[src/rtl/dec_ctrl_swc.sv]
// Decode/control sequencer: accepts one instruction, decodes U-type fields,
// then steps a per-instruction cycle counter until the final cycle retires it.
module dec_ctrl_swc #(
  parameter logic [3:0]  LAST_CYCLE = 4'd3,
  parameter logic [31:0] PC_OFFSET  = 32'd8
) (
  input  logic        hclk,
  input  logic        hrstn,
  input  logic        ifu_instr_valid,
  input  logic [31:0] ifu_instr,
  input  logic [31:0] ifu_pc,
  input  logic        exu_stall,
  output logic        instr_ready,
  output logic [3:0]  cycle_cnt,
  output logic [31:0] pc,
  output logic        dec_upper_en,
  output logic        dec_lui,
  output logic        dec_auipc,
  output logic [19:0] dec_imm_type_u,
  output logic [4:0]  dec_rd,
  output logic        dec_illegal,
  output logic        instr_retire
);

  localparam logic [6:0] OPC_LUI   = 7'b0110111;
  localparam logic [6:0] OPC_AUIPC = 7'b0010111;

  typedef enum logic {
    IDLE = 1'b0,
    RUN  = 1'b1
  } state_t;

  state_t state;
  state_t state_nxt;
  logic   out_of_reset;
  logic   accept;
  logic   lui_c;
  logic   auipc_c;

  // Ready stays low until the first edge after reset release.
  assign instr_ready  = out_of_reset & (state == IDLE) & ~exu_stall;
  assign accept       = ifu_instr_valid & instr_ready;
  assign instr_retire = (state == RUN) & (cycle_cnt == LAST_CYCLE) & ~exu_stall;
  assign lui_c        = (ifu_instr[6:0] == OPC_LUI);
  assign auipc_c      = (ifu_instr[6:0] == OPC_AUIPC);

  always_comb begin
    state_nxt = state;
    unique case (state)
      IDLE:    if (accept)       state_nxt = RUN;
      RUN:     if (instr_retire) state_nxt = IDLE;
      default: state_nxt = IDLE;
    endcase
  end

  always_ff @(posedge hclk or negedge hrstn) begin
    if (!hrstn) begin
      state        <= IDLE;
      out_of_reset <= 1'b0;
    end else begin
      state        <= state_nxt;
      out_of_reset <= 1'b1;
    end
  end

  // Decode fields are captured once on accept and held until retire clears them.
  always_ff @(posedge hclk or negedge hrstn) begin
    if (!hrstn) begin
      cycle_cnt      <= 4'd0;
      pc             <= 32'd0;
      dec_upper_en   <= 1'b0;
      dec_lui        <= 1'b0;
      dec_auipc      <= 1'b0;
      dec_imm_type_u <= 20'd0;
      dec_rd         <= 5'd0;
      dec_illegal    <= 1'b0;
    end else if (accept) begin
      cycle_cnt      <= 4'd0;
      pc             <= ifu_pc + PC_OFFSET;
      dec_upper_en   <= lui_c | auipc_c;
      dec_lui        <= lui_c;
      dec_auipc      <= auipc_c;
      dec_imm_type_u <= ifu_instr[31:12];
      dec_rd         <= ifu_instr[11:7];
      dec_illegal    <= (ifu_instr[1:0] != 2'b11);
    end else if (instr_retire) begin
      cycle_cnt      <= 4'd0;
      pc             <= 32'd0;
      dec_upper_en   <= 1'b0;
      dec_lui        <= 1'b0;
      dec_auipc      <= 1'b0;
      dec_imm_type_u <= 20'd0;
      dec_rd         <= 5'd0;
      dec_illegal    <= 1'b0;
    end else if ((state == RUN) && !exu_stall) begin
      cycle_cnt      <= cycle_cnt + 4'd1;
    end
  end

endmodule

[config.mk]
export PLATFORM = sky130hd
export DESIGN_NAME = dec_ctrl_swc
export DESIGN_NICKNAME = d
export VERILOG_FILES = /design/src/rtl/dec_ctrl_swc.sv
export SDC_FILE = /design/constraint.sdc
export NUM_CORES = 1
export LEC_CHECK = 0
export ABC_AREA = 1
export CAP_MARGIN = 40
export CORE_MARGIN = 2
export CORE_UTILIZATION = 29
export CTS_BUF_LIST = sky130_fd_sc_hd__clkbuf_8
export DETAILED_ROUTE_END_ITERATION = 7
export PLACE_DENSITY = 0.58
export SLEW_MARGIN = 10
export SYNTH_ARGS = -nofsm -noshare
export SYNTH_HDL_FRONTEND = slang
export SYNTH_SLANG_ARGS = --single-unit
[constraint.sdc]
create_clock -name hclk -period 3.38 [get_ports hclk]
set_input_delay 0.676 -clock hclk [delete_from_list [all_inputs] [get_ports hclk]]
set_output_delay 0.676 -clock hclk [all_outputs]
set_load 0.02 [all_outputs]
==> key figures <==
GRT
  – Gr usage total: 0.158
  – Largest net degree at the start of global routing: 61
  – First-pass GRT wire length: between 15000 and 20000 µm
  – Vias in the first global route: ~3500
  – Total gr overflow: 0
  – Initial antenna violation count: 0

Clock network
  – CTS tree: yes
  – Resize count post-CTS: 0
  – Sink Count: 67
  – Worst-Skew Late Latency: ~0.34 ns
  – Root buf cell: clkbuf_8
  – Cts bufs inserted: 9
  – Clk buf depth: 2
  – H-tree depth reported by CTS: 3
  – Hold Buf Count CTS: 0
  – Clk slew on worst S/H paths: ~0.080 ns
  – Setup Fix Bufs, Post-CTS: 0

Setup path
  – Critical path launch point type: input port
  – Crit-path slowest cell: clkdlybuf4s50_1
  – Setup CP Type: input port to output pin
  – CP max FO: 7
  – Sequence of cells on the critical path: clkdlybuf4s50_1 -> nor2_4 -> nand4_4 -> inv_1 -> clkdlybuf4s50_1
  – Crit path capture type: output pin
  – Max stage delay on crit path: around 0.60 ns
  – Cell repeated most along the worst path: clkdlybuf4s50_1
  – Worst reg2reg path depth: 6
  – CP arrival: 2.19 ns
  – Worst endpoint required time: around 2.7 ns

Final layout
  – Final nets: 669
  – Layout cells sized above 1: 0.0596
  – Area delta synth->final: 48.4%
  – # diodes: 0

Power
  – Switch share: 0.377
  – Clock Power Share: 0.194
  – Max rail drop VDD: 312 µV
  – Final Total Pwr: ~3.8 mW
  – Switch Pwr: about 1.4 mW
  – Combinational power share: 0.455
  – Sequential power share: 0.351
  – Pwr Density: ~730 nW/µm²
  – Leak Pwr: ~2.4 nW
  – Power Internal: ~2.3 mW

Die
  – Die H: roughly 110 µm
  – # rows: 39
  – I/O Pins: around 140
  – Initial Utilization: 0.301
  – Die footprint: around 13000 µm²
  – Core Footprint: between 10000 and 15000 µm²
  – DIE WIDTH: around 110 µm

Timing
  – Slew margin rel.: 0.568
  – Max frequency: ~350 MHz
  – Fin. max-slew vios: 0
  – RSZ-0062 raised after global routing: no
  – Worst Skew: 0.00951 ns
  – Clock period minus worst slack: 2.87 ns
  – Hold Vio Cnt, Final: 0
  – Setup TNS: 0 ns
  – Final period utilization: 0.849
  – Tightest Pin Transition: 0.648 ns
  – Final setup viols: 0

Flow run
  – Max-cap viol count: 0

Hold path
  – Hold Crit Class: input port to async pin

Logic synthesis
  – Synthesized area per cell: 7.49 µm²
  – Distinct cells, synth: 28
  – Top FF cell, synth: dfrtp_1
  – Ys async rst share: 1.00
  – Synth area leader: dfrtp_1
  – Syn Std Cell Area: roughly 3500 µm²
  – Synth Warn #: 0
  – Synth top area cells: dfrtp_1 (48%), nand2_1 (24%), nand3_1 (5.1%), nor2_1 (4.2%), inv_1 (3.4%)
  – Synthesized Nets: about 530
  – Number of synthesized flops with an enable pin: 0
  – Most common cell in the netlist: nand2_1
  – Post-synthesis sequential area ratio: 0.484
  – Yosys top cell area share: 0.484
  – Flops & latches, synth: 67
  – Cells after Synth: between 400 and 500
  – Top cells by count, synth: nand2_1 (218), dfrtp_1 (67), nor2_1 (39), nand3_1 (35), inv_1 (31)

Routing
  – Post-DR wirelength/cell: 13.1 µm
  – Vias: roughly 3400
  – Top layer used by detailed routing: met4
  – Routed met2 length: about 4700 µm
  – Iter 0 DRT Violations: 182
  – Final wirelength: between 9000 and 10000 µm
  – Number of iterations in the first detailed-routing pass: 8
  – Metal1 wirelength: 4350 µm
  – # DRC: 12
  – Met3 Wirelength: between 600 and 700 µm
  – Post-DRT Antenna Nets: 0
  – Via-per-instance ratio: 4.51

Run status
  – Failing checks: design-rule violations
  – Status: finished with violations

Placed design
  – Dpl hpwl: between 7000 and 8000 µm
  – RePlAce Congestion: approximately 0.8
  – Buffers added on ports: roughly 130
-- cell usage in the layout (no fill, tap or decap), drive strengths merged --
| cell type | instances |
|---|---|
| a31o | 1 |
| nand3b | 2 |
| nand3 | 35 |
| or2 | 2 |
| inv | 34 |
| bufinv | 2 |
| o21bai | 6 |
| dfrtp | 67 |
| ha | 2 |
| nand2 | 222 |
| clkinvlp | 1 |
| buf | 5 |
| clkinv | 3 |
| clkdlybuf4s50 | 133 |
| nor3 | 1 |
| nor2 | 47 |
| o21ai | 14 |
| conb | 1 |
| clkbuf | 9 |
| a21oi | 9 |
| xor2 | 3 |
| nand4 | 5 |
-- metrics by stage --
stage                     hold slack, ns  setup slack [ns]  area, µm²  utilization  instances
after floorplan                    0.380              1.57       3460            -        462
after global placement             0.453             0.543       4890        0.425        730
after detailed placement           0.459             0.486       4920        0.427        731
after CTS                          0.327             0.490       5140        0.446        747
after global routing               0.343             0.449       5140        0.446        747
final                              0.321             0.510       5140        0.446        747
-- registers in the layout, summed over array words and instances, names as in the netlist --
name,cells
state,1
cycle_cnt,4
dec_lui,1
dec_imm_type_u,20
dec_upper_en,1
dec_rd,5
pc,32
out_of_reset,1
dec_auipc,1
dec_illegal,1
-- power by group through the flow --
stage / sequential, mW / clock, mW / combinational, mW
6_report: 1.32 / 0.732 / 1.71
5_1_grt: 1.37 / 0.799 / 1.85
4_1_cts: 1.32 / 0.762 / 1.74
3_5_place_dp: 1.34 / 0 / 1.73
3_3_place_gp: 1.33 / 0 / 1.71
2_1_floorplan: 1.73 / 0 / 0.446
-- layout make-up --
class                           count  area [µm²]
Timing Repair Buffer              138        1390
Tap cell                          143         179
Multi-Input combinational cell    350        1550
Clock buffer                        9         124
Clock inverter                      7        93.8
Inverter                           33         126
Sequential cell                    67        1680
Fill cell                        1165        6380
-- final timing paths --
path / end / slack, ns / startpoint
setup / recovery: instr_retire / 0.51 / exu_stall
max in group asynchronous: pc[12] / 2.44 / hrstn
hold / removal: pc[28] / 0.32 / hrstn
setup reg to reg: dec_rd[4] / 1.63 / state
hold reg to reg: dec_rd[2] / 0.47 / dec_rd[2]
min in group hclk: dec_rd[2] / 0.47 / dec_rd[2]
-- cells by family (layout without fill, tap and decap cells) --
family | after synthesis | in the layout | share of synthesized area
buffers and inverters | 45 | 187 | 0.0672
other | 1 | 1 | 0.00108
xor gates and xnor gates | 3 | 3 | 0.00759
DFF | 67 | 67 | 0.484
and+or+nand+nor | 314 | 314 | 0.384
adders and majority gates | 2 | 2 | 0.00723
AOI/OAI and AO/OA | 30 | 30 | 0.0488
-- layer usage --
| metal | vias to the layer above | GRT usage |
|---|---|---|
| met5 | - | 0 |
| met4 | 0 | 0.0366 |
| met3 | 8 | 0.0380 |
| met2 | 106 | 0.276 |
| met1 | 1540 | 0.198 |
| li1 | 1714 | - |
-- worst max-delay path: cells and delay by family --
kind	cells	cell delay, ns
simple gates	2	0.35
buf+inv	3	1.16
Power figures use the tool's default switching activity.
